$ cat src/rtl/sync_updown_counter_param.sv
// Parametrised synchronous up/down counter with parallel load, count enable,
// wrap/saturate at the range ends, a cascade terminal-count output and a
// one-cycle boundary (overflow/underflow) flag.
module sync_updown_counter_param #(
  parameter int unsigned     WIDTH    = 8,
  parameter longint unsigned MODULUS  = 64'd1 << WIDTH,
  parameter bit              SATURATE = 1'b0
) (
  input  logic             clk,
  input  logic             clr,
  input  logic             en,
  input  logic             mode,
  input  logic             load,
  input  logic [WIDTH-1:0] din,
  output logic [WIDTH-1:0] q,
  output logic [WIDTH-1:0] qbar,
  output logic             tc,
  output logic             ovf
);

  // Top of the count range; all range decisions compare against this so that
  // non-power-of-two moduli never depend on natural binary wrap.
  localparam logic [WIDTH-1:0] MAX_VAL = WIDTH'(MODULUS - 64'd1);

  logic [WIDTH-1:0] q_q, q_d;
  logic             ovf_q, ovf_d;
  logic             at_top, at_bottom, boundary;

  assign at_top    = (q_q == MAX_VAL);
  assign at_bottom = (q_q == '0);

  // A counted step in the current direction would cross a range end.
  assign boundary = mode ? at_bottom : at_top;

  // Next-state: load beats count, count beats hold; ovf marks boundary steps.
  always_comb begin
    q_d   = q_q;
    ovf_d = 1'b0;
    if (load) begin
      q_d = (din > MAX_VAL) ? MAX_VAL : din;
    end else if (en) begin
      if (boundary) begin
        ovf_d = 1'b1;
        if (!SATURATE) begin
          q_d = mode ? MAX_VAL : '0;
        end
      end else if (mode) begin
        q_d = q_q - WIDTH'(1);
      end else begin
        q_d = q_q + WIDTH'(1);
      end
    end
  end

  // State registers with asynchronous clear.
  always_ff @(posedge clk or posedge clr) begin
    if (clr) begin
      q_q   <= '0;
      ovf_q <= 1'b0;
    end else begin
      q_q   <= q_d;
      ovf_q <= ovf_d;
    end
  end

  assign q    = q_q;
  assign qbar = ~q_q;
  assign ovf  = ovf_q;

  // Carry/borrow for cascading: high when this edge would take a boundary step.
  assign tc = en & ~load & boundary;

endmodule

$ cat config.mk
export PLATFORM = sky130hd
export DESIGN_NAME = sync_updown_counter_param
export DESIGN_NICKNAME = d
export VERILOG_FILES = /design/src/rtl/sync_updown_counter_param.sv
export SDC_FILE = /design/constraint.sdc
export NUM_CORES = 1
export LEC_CHECK = 0
export ABC_AREA = 1
export CORE_AREA = 2 2 47 49
export DETAILED_ROUTE_END_ITERATION = 10
export DIE_AREA = 0 0 49 51
export PLACE_DENSITY = 0.85
export SYNTH_ARGS = -nofsm -noshare
export SYNTH_HDL_FRONTEND = slang
export SYNTH_SLANG_ARGS = --single-unit
$ cat constraint.sdc
create_clock -name clk -period 3.43 [get_ports clk]
set_clock_uncertainty 0.1 [all_clocks]
set_input_delay 0.8575 -clock clk [delete_from_list [all_inputs] [get_ports clk]]
set_output_delay 0.8575 -clock clk [all_outputs]
set_load 0.02 [all_outputs]
# Word level (Yosys, flattened, before mapping)
# Cells that the tools add are included.
dict set report word_totals {
  word_cells 22
  in_bits 13
  output_inout_bits 18
  register_bits 9
}
dict set report classes {
  magnitude_cmp 1
  n_addsub 2
  mux 10
  bitwise 4
  n_reduce_logical 2
  n_eq_ne 1
}
# operator count
set op_table {}
lappend op_table {{8-bit 2-to-1 mux} 6}
lappend op_table {{8-bit by 1-bit adder with 8-bit output (second input constant)} 1}
lappend op_table {{8-bit equality test (second input constant)} 1}
lappend op_table {{8-bit > comparator (second input constant)} 1}
lappend op_table {{8-bit logical NOT} 1}
lappend op_table {{8-bit NOT} 1}
lappend op_table {{8-bit by 1-bit subtractor with 8-bit output (second input constant)} 1}
lappend op_table {{1-bit 2-to-1 mux} 4}
lappend op_table {{1-bit AND} 2}
lappend op_table {{2-bit nonzero test} 1}
lappend op_table {{1-bit NOT} 1}

# Longest topological paths before layout
dict set report depth {
  depth_word 5
  ltp_mapped 12
  mapped_depth_nobuf 12
}

# Worst setup path after synthesis
# No wires, ideal clock.
dict set report synth_path {
  path_type {input to output}
  start {input mode}
  end {output tc}
  required_ps 2473
  t_arrival_ps 1525
  setup_slack_ps 947
  path_stages 6
  path_buffers 0
  cell_sequence {inv_2 > nor2_4 > nand3_2 > nor2_4 > nor2_2 > nor2_1}
}
dict set report synth_via {
  elab_chain_len 2
}
# element line_no
set synth_rtl {}
lappend synth_rtl {{from (decl)} 12} ;# input logic mode,
lappend synth_rtl {{1-bit 2-to-1 mux} 33} ;# assign boundary = mode ? at_bottom : at_top;
lappend synth_rtl {{1-bit AND} 71} ;# assign tc = en & ~load & boundary;
lappend synth_rtl {{to (decl)} 17} ;# output logic tc,
# No other way between the ends.

# Worst setup path in the final report
# Ends and elaborated chain as after synthesis.

==> impl_metrics.prom <==
# TYPE chip_impl_metric gauge
chip_impl_info{name="status",value="finished, final reports clean"} 1
chip_impl_info{name="clockRootBuffer",value="clkbuf_4"} 1
chip_impl_metric{name="finish.net_count",unit=""} 191
chip_impl_metric{name="cts_made_buffers",unit=""} 3
chip_impl_metric{name="overall_via_count_from_detail_route",unit=""} 1003
chip_impl_info{name="startpoint_type",value="input port"} 1
chip_impl_metric{name="hold_path_depth",unit=""} 2
chip_impl_metric{name="drt-pass1-iter-count",unit=""} 5
chip_impl_metric{name="peakVddDrop",unit="V"} 0.0001987
chip_impl_metric{name="drv_slew",unit=""} 0
chip_impl_metric{name="hold_viol",unit=""} 0
chip_impl_info{name="grt_setup_unrepaired",value="no"} 1
chip_impl_metric{name="ctsHtreeMaxLevel",unit=""} 1
chip_impl_metric{name="initial_core_util",unit="%"} 44.09
chip_impl_metric{name="route.final.wire_length",unit="mm"} 2.450
chip_impl_metric{name="cp_data_arrival_time",unit="ns"} 2.08
chip_impl_metric{name="yosys_warnings",unit=""} 0
chip_impl_metric{name="grt_pass1_vias",unit=""} 892
chip_impl_metric{name="global_route_wire_length_before_repair",unit="mm"} 4.008
chip_impl_metric{name="slew_headroom",unit="%"} 66.66
chip_impl_metric{name="grt_usage",unit="%"} 20.72
chip_impl_metric{name="fin_crit_sh",unit="%"} 88.56
chip_impl_metric{name="maxClockFrequency",unit="GHz"} 0.3292
chip_impl_metric{name="cts_sinks",unit=""} 9
chip_impl_metric{name="grt_start_max_net_pins",unit=""} 10
chip_impl_metric{name="synth_fp_nets",unit=""} 153
chip_impl_metric{name="dpl.hpwl",unit="mm"} 1.985
chip_impl_metric{name="die_height",unit="µm"} 51
chip_impl_metric{name="worst-r2r-setup-slack",unit="ns"} 1.53
chip_impl_metric{name="synthCells",unit=""} 133
chip_impl_metric{name="pwr_density_cell",unit="nW/µm²"} 391.0
chip_impl_metric{name="pre_cts_slack",unit="ns"} 0.008780
chip_impl_metric{name="worst_r2r_path_cells",unit=""} 12
chip_impl_metric{name="post_synth.cell_area_avg",unit="µm²"} 6.839
chip_impl_metric{name="antenna_found_initial",unit=""} 0
chip_impl_metric{name="first_iter_violations",unit=""} 41
chip_impl_metric{name="drive_above_1_share",unit="%"} 12.35
chip_impl_metric{name="required",unit="ns"} 2.47
chip_impl_metric{name="flow.area_growth_from_synthesis",unit="%"} 42.09
chip_impl_metric{name="synth_sequential_area_ratio",unit="%"} 24.76
chip_impl_metric{name="postCtsHoldBufs",unit=""} 0
chip_impl_metric{name="final-setup-viol-count",unit=""} 0
chip_impl_metric{name="insertion_delay",unit="ns"} 0.26
chip_impl_metric{name="worst-path-max-fanout",unit=""} 3
chip_impl_metric{name="area_enclosed_by_the_die_boundary",unit="µm²"} 2499
chip_impl_metric{name="numPortBuffers",unit=""} 30
chip_impl_metric{name="postLayoutSetupSlackWorst",unit="ns"} 0.3923
chip_impl_info{name="r2r_end",value="q[6]"} 1
chip_impl_metric{name="io_pins",unit=""} 31
chip_impl_metric{name="finalCriticalPeriod",unit="ns"} 3.038
chip_impl_metric{name="max-cap-violations",unit=""} 0
chip_impl_metric{name="via_per_inst",unit=""} 5.066
chip_impl_info{name="crit_path_end_kind",value="output port"} 1
chip_impl_metric{name="drt_drc_violations_left",unit=""} 0
chip_impl_metric{name="total_leakage_power",unit="nW"} 0.6765
chip_impl_metric{name="fp.coreArea",unit="µm²"} 2063
chip_impl_metric{name="gp_routability_congestion",unit=""} 0.8902
chip_impl_info{name="crit-reg2reg-launch",value="q[0]"} 1
chip_impl_metric{name="cts_max_path_buffers",unit=""} 2
chip_impl_info{name="min_from",value="q[1]"} 1
chip_impl_info{name="clock_tree_from_tritoncts",value="built"} 1
chip_impl_metric{name="yosysUniqueCellTypes",unit=""} 24
chip_impl_metric{name="synthesis.area",unit="µm²"} 909.6
chip_impl_metric{name="global_route.overflow_total",unit=""} 0
chip_impl_metric{name="worst-slew-pin-transition",unit="ns"} 0.4982
chip_impl_metric{name="timing.setup.tns",unit="ns"} 0
chip_impl_metric{name="avgRoutedWirePerCell",unit="µm"} 12.37
chip_impl_metric{name="clk_pin_slew",unit="ns"} 0.06
chip_impl_metric{name="postCtsSetupBuffers",unit=""} 0
chip_impl_metric{name="fp-row-count",unit=""} 17
chip_impl_metric{name="fillcell_total",unit=""} 182
chip_impl_metric{name="drt.antenna.violating_nets",unit=""} 0
chip_impl_info{name="crit_type",value="input port to output port"} 1
chip_impl_info{name="hold_class",value="register to register"} 1
chip_impl_metric{name="yosys_register_bits",unit=""} 9
chip_impl_metric{name="antenna_cells",unit=""} 0
chip_impl_info{name="hold_end",value="q[1]"} 1
chip_impl_metric{name="die_w",unit="µm"} 49
[through the flow]
step           instances  total power [mW]  utilization [%]  hold WS, ns  area [µm²]
6_report             198            0.5054            62.64       0.5449        1292
5_1_grt              198            0.5430            62.64       0.5852        1292
4_1_cts              198            0.5072            62.52       0.5433        1290
3_5_place_dp         194            0.4248            61.25       0.5302        1264
3_3_place_gp         194            0.4151            61.25       0.5265        1264
2_1_floorplan        133            0.3158                -       0.5837       909.6
[repair_timing]
| item | in CTS | in global routing |
|---|---|---|
| resized for setup | 0 | 1 |
| endpoints found under the setup margin | 0 | 1 |
| endpoints found under the hold margin | 0 | 0 |
[critical path: stages]
cell and delay, ns:
clkdlybuf4s50_1 0.52, inv_2 0.08, nor2_4 0.09, nand3_2 0.09, nor2_4 0.11, nor2_2 0.04
nor2_1 0.07, dlymetal6s2s_1 0.22
[state kept, by name, indices dropped and copies added (netlist names)]
name  cells
q         8
ovf       1
[cell type report]
type / count / area [µm²] / area share, %
timing repair buffer: 34 / 332.8 / 25.75
inverter: 23 / 86.33 / 6.680
clock buffer: 4 / 26.28 / 2.033
sequential: 9 / 225.2 / 17.42
multi-input combinational: 100 / 586.8 / 45.40
tap: 28 / 35.03 / 2.711
[report_power, final]
| part | leakage, nW | internal, mW | switching (mW) |
|---|---|---|---|
| logic | 0.551 | 0.126 | 0.150 |
| registers | 0.110 | 0.120 | 0.0291 |
| clock network | 0.0150 | 0.0448 | 0.0361 |
| total | 0.676 | 0.290 | 0.215 |
[cells in the mapped netlist, drive strengths merged]
library cell,count,share of area [%]
nor2,17,11
nand2,40,17
o211ai,1,0.83
fa,1,2.2
inv,23,9.5
nand4,1,0.69
dfrtp,9,25
ha,6,8.3
nand3b,4,3.7
a31oi,2,1.4
a21oi,3,1.7
o21ai,3,1.7
nand3,12,8.3
a22oi,7,5.8
buf,1,1.2
or2,3,2.3
[placed cells by master (no fill, tap or decap)]
cell              n
nand3_1           9
o21ai_1           3
dfrtp_1           9
o211ai_1          1
nor2_8            1
buf_4             4
nand2_1          40
fa_1              1
nand3_2           3
dlymetal6s2s_1    1
ha_1              6
clkbuf_1          1
nand4_1           1
a22oi_1           7
nor2_2            3
or2_4             1
nor2_1           11
a21oi_1           3
a31oi_1           2
or2_1             1
clkbuf_4          3
nand3b_1          3
or2_2             1
clkdlybuf4s50_1  29
inv_2             2
nor2_4            2
inv_1            21
nand3b_2          1
[worst max-delay path by stage]
stage,from,to,cells past startpoint
floorplan,mode,tc,6
global placement,mode,tc,8
detailed placement,mode,tc,8
CTS,mode,tc,8
global route,mode,tc,8
finish,mode,tc,8
[layer usage]
layer	track usage, %	vias up	share of wire, %
met4	6.190	0	1.5
li1	-	506	-
met3	4.094	4	3.8
met2	38.58	34	51
met5	0	-	0
met1	23.99	459	43
[cell families (layout without fill, tap and decap cells)]
group           after synthesis  in the layout  synth area share [%]
simple gates                 77             77                 42.78
buf+inv                      24             61                 10.73
compound gates               16             16                 11.28
flops                         9              9                 24.76
fa+ha+maj                     7              7                 10.45
No activity file was read; power rests on OpenSTA's default activity.
==> edit 1: new RTL, config.mk and constraints unchanged <==
Take the reset off `q_q` and load it in a clocked block of its own.
--- a/src/rtl/sync_updown_counter_param.sv
+++ b/src/rtl/sync_updown_counter_param.sv
@@ -55,12 +55,14 @@
   // State registers with asynchronous clear.
   always_ff @(posedge clk or posedge clr) begin
     if (clr) begin
-      q_q   <= '0;
       ovf_q <= 1'b0;
     end else begin
-      q_q   <= q_d;
       ovf_q <= ovf_d;
     end
+  end
+
+  always_ff @(posedge clk) begin
+    q_q <= q_d;
   end
 
   assign q    = q_q;
Behaviour: not the same (Yosys sat finds a counterexample within 4 cycles, from zero or initial values; the reset may be asserted at any time).
==> edit 1 against the original RTL <==
- total power grew 7.7%
- wire length is 16% lower
- cell area is 4.8% lower
- cell count shrank 9.1%
- sequential cell count unchanged
- area after synthesis is 8.5% lower
- setup slack got worse by 0.20 ns
- largest cell class unchanged
==> edit 1: results (changes against the original RTL) <==
[power]
leakagePower_nw=0.5835  ; -14%
vdd_drop_max_mv=0.3028  ; +52%
power_switching_share=0.4028  ; -0.02352

[logic_synthesis]
synth_ff_type=edfxtp_1
syn-num-nets=133  ; -13%
synth_edf_count=8  ; +8
synth_cell_type_count=22  ; -8.3%
ys_seq_area_frac=0.3188  ; +0.07120
synthTopCellsByCount=nand2_1 (27), inv_1 (16), nor2_1 (12)
synth_top_cells_by_area=edfxtp_1 (29%), nand2_1 (12%), ha_1 (9.0%)
yosysWarnings=0  ; unchanged
async_flop_share=0.1111  ; -0.8889

[place]
routabilityCongestion=0.7738  ; -13%
dp_hpwl_um=1728  ; -13%
dp_slack_ns=-0.07885  ; -0.08763 ns

[cells_and_area]
drive_gt1_frac=0.1447  ; +0.02121
final_nets=173  ; -9.4%
fillers=179  ; -1.6%
largest_reg_flops=8  ; unchanged

[min_path]
worstHoldPathType=primary input to async pin

[routing]
wl_met1_um=847  ; -20%
wl_per_cell_um=11.50  ; -7.1%
dr_wl_met2_um=1104  ; -12%
routed-via-count=849  ; -15%
first_iter_violations=13  ; -68%
firstDrtPassIters=4  ; -1
dr_wl_met3_um=87  ; -7.4%

[global_routing]
grt_usage=0.1670  ; -0.04024
grt_pass1_wl_um=3215  ; -20%
grt_pass1_vias=790  ; -11%
grt_max_degree=10  ; unchanged

[critical_path]
rrSetupSlack_ns=1.55  ; +0.02 ns
worst_ep_arrival_time_ns=2.28  ; +0.20 ns

[clocking]
cts_setup_buffers=0  ; unchanged
h-tree-depth=1  ; unchanged
path_clk_slew_ns=0.06  ; about the same
clkLatencyLatePin_ns=0.26  ; about the same

[outcome]
status=finished clean

[sta]
clock.fmax_mhz=308.6  ; -6.3%
worstMarginPinSlew_ns=0.3482  ; -0.1501 ns
setup_viol=0  ; unchanged

==> edit 1: cell types whose count changed after synthesis, moves of 3 or more <==
cell	unedited run	this run
dfrtp_1	9	1
xnor2_1	0	3
a21oi_1	3	7
o21ai_2	0	3
a22oi_1	7	0
o21ai_1	3	0
nand2_1	40	27
inv_1	21	16
edfxtp_1	0	8
==> edit 1: path summary, 6_finish.rpt <==
path / depth (start not counted) / startpoint / to
worst min-delay path: 2 / clr / ovf
min in group clk: 1 / q[0] / q[0]
worst max-delay path: 8 / mode / tc
max in group asynchronous: 2 / clr / ovf
worst max register to register: 10 / q[0] / q[6]
worst min register to register: 1 / q[0] / q[0]
==> edit 1: layout make-up <==
| cell class | count | share of cell area |
|---|---|---|
| Inverter | 21 | 0.06409 |
| Multi-Input combinational cell | 83 | 0.3967 |
| Sequential cell | 9 | 0.2157 |
| Timing Repair Buffer | 35 | 0.2737 |
| Clock buffer | 4 | 0.02136 |
| Tap cell | 28 | 0.02848 |
==> edit 1: power groups by stage <==
stage / Combinational [mW] / Clock [mW] / Sequential, mW
floorplan: 0.164 / 0 / 0.182
finish: 0.299 / 0.0808 / 0.164
global route: 0.326 / 0.0854 / 0.167
detailed placement: 0.296 / 0 / 0.167
CTS: 0.298 / 0.0828 / 0.164
global placement: 0.288 / 0 / 0.166
==> edit 1: timing repair <==
action | 4_1_cts | 5_1_grt
gates resized for setup | 1 | 0
endpoints found under the hold margin | 0 | 0
endpoints found under the setup margin | 1 | 0
==> edit 1: metal layers <==
metal	vias up	GRT usage
met3	6	0.01754
met5	-	0
met1	377	0.1823
met2	25	0.3219
met4	0	0.08095
li1	441	-
==> edit 1: kinds of logic after synthesis <==
family	after synthesis	share of synthesized area
AOI/OAI and AO/OA	13	0.09773
DFF	9	0.3188
buffers and inverters	21	0.09473
adders and majority gates	7	0.1143
xor gates and xnor gates	3	0.03158
and+or+nand+nor	60	0.3429
==> edit 1: critical path: stages <==
cell             delay [ns]
clkdlybuf4s50_1        0.51
inv_2                  0.06
nor2_2                 0.09
nand3_2                0.09
nor2_2                 0.15
nor2_4                 0.06
nor3_1                 0.12
dlygate4sd2_1          0.35
==> edit 1: through the flow <==
stage	area, µm²	power [mW]	util	std cells	hold slack [ns]
after floorplan	832.0	0.3466	-	113	0.4862
after global placement	1205	0.4532	0.5840	176	0.6450
after detailed placement	1205	0.4625	0.5840	176	0.6474
after CTS	1230	0.5456	0.5961	180	0.6520
after global routing	1230	0.5778	0.5961	180	0.6863
final	1230	0.5442	0.5961	180	0.6621
==> edit 2: new RTL, same flow settings <==
Without the edit above. `WIDTH`: 8 -> 9.
--- a/src/rtl/sync_updown_counter_param.sv
+++ b/src/rtl/sync_updown_counter_param.sv
@@ -2,7 +2,7 @@
 // wrap/saturate at the range ends, a cascade terminal-count output and a
 // one-cycle boundary (overflow/underflow) flag.
 module sync_updown_counter_param #(
-  parameter int unsigned     WIDTH    = 8,
+  parameter int unsigned     WIDTH    = 9,
   parameter longint unsigned MODULUS  = 64'd1 << WIDTH,
   parameter bit              SATURATE = 1'b0
 ) (
Interface: changed (resized din, q and qbar); port bits go from 31 to 34. No check against the original RTL was run, so the function may have changed too.
==> edit 2 against the original RTL <==
- combinational power rose by 24%
- sequential cell count rose by 1
- critical path type unchanged
- sequential power rose by 11%
- setup slack got worse by 0.13 ns
- critical path depth rose by 1
- wire length rose by 20%
- total power rose by 16%
- die area did not move
- area after synthesis rose by 10%
- cell area rose by 10%
- highest routed layer unchanged
- cell count rose by 17%
==> edit 2: results (changes against the original RTL) <==
[cells_and_area]
final_nets=227  ; +19%
drive_gt1_frac=0.07389  ; -0.04964
largest_reg_flops=9  ; +1
fillers=201  ; +10%

[critical_path]
rrSetupSlack_ns=1.47  ; -0.06 ns
worst_ep_arrival_time_ns=2.21  ; +0.13 ns

[logic_synthesis]
ys_seq_area_frac=0.2500  ; +0.002407
synth_cell_type_count=21  ; -13%
netlist_instances=162  ; +22%
synthTopCellsByCount=nand2_1 (62), inv_1 (27), nand3_1 (12), nor2_1 (12), dfrtp_1 (10)
synth_top_cells_by_area=dfrtp_1 (25%), nand2_1 (23%), inv_1 (10%)

[routing]
wl_per_cell_um=12.70  ; +2.6%
firstDrtPassIters=4  ; -1
vias_per_cell=5.052  ; -0.27%
routed_wl_um=2934  ; +20%

[place]
placed_area_um2=1406  ; +11%
port_buffers=33  ; +10%
routabilityCongestion=0.8907  ; about the same
dp_slack_ns=-0.01089  ; -0.01967 ns

[sta]
setup_ws_ns=0.2590  ; -0.1333 ns
whs_ns=0.5127  ; -0.03217 ns

[power]
leakagePower_nw=0.7683  ; +14%
comb_power_share=0.583  ; +0.037
vdd_drop_max_mv=0.2993  ; +51%
power_switching_share=0.4414  ; +0.01510

[outcome]
status=finished clean

[min_path]
min_from=q[8]

[global_routing]
grt_pass1_wl_um=4968  ; +24%

[clocking]
ctsResizeCount=1  ; +1

==> edit 2: worst max-delay path by stage <==
| stage | startpoint | cells after the start | end |
|---|---|---|---|
| after global placement | mode | 9 | tc |
| final | mode | 9 | tc |
| after global routing | mode | 9 | tc |
| after CTS | mode | 9 | tc |
| after detailed placement | mode | 9 | tc |
| after floorplan | mode | 7 | tc |
==> edit 2: power groups by stage <==
stage	clock network, mW	registers [mW]	logic, mW
after CTS	0.0798	0.165	0.341
final	0.0784	0.166	0.342
after global routing	0.0870	0.169	0.379
after floorplan	0	0.179	0.190
after global placement	0	0.167	0.331
after detailed placement	0	0.167	0.340
==> edit 2: cell type report <==
type,instances,area (µm²),area share
Tap cell,28,35.03,0.02454
Clock buffer,3,22.52,0.01578
Timing Repair Buffer,39,374.1,0.2621
Sequential cell,10,250.2,0.1753
Multi-Input combinational cell,123,640.6,0.4487
Inverter,28,105.1,0.07362
==> edit 2: worst max-delay path, stage by stage <==
cell and delay, ns:
clkdlybuf4s50_1 0.44, inv_2 0.08, nand2_1 0.05, nor2_1 0.11, nand3_1 0.09, nand2_2 0.10, nand2_4 0.05, nor2_1 0.10
dlygate4sd2_1 0.34
==> edit 2: logic make-up after synthesis <==
logic type | after synthesis | share of synthesized area
buffers and inverters | 29 | 0.1100
adder cells (fa/ha/maj) | 8 | 0.1075
AND/OR/NAND/NOR | 98 | 0.4187
AO/OA/AOI/OAI | 14 | 0.08750
XOR/XNOR | 3 | 0.02625
flip-flops | 10 | 0.2500
==> edit 2: metal layers <==
layer,up-vias,global-route usage,share of wire
li1,590,-,-
met1,536,0.2886,0.45
met2,37,0.4817,0.51
met3,4,0.04386,0.034
met4,0,0.07143,0.0075
met5,-,0,0
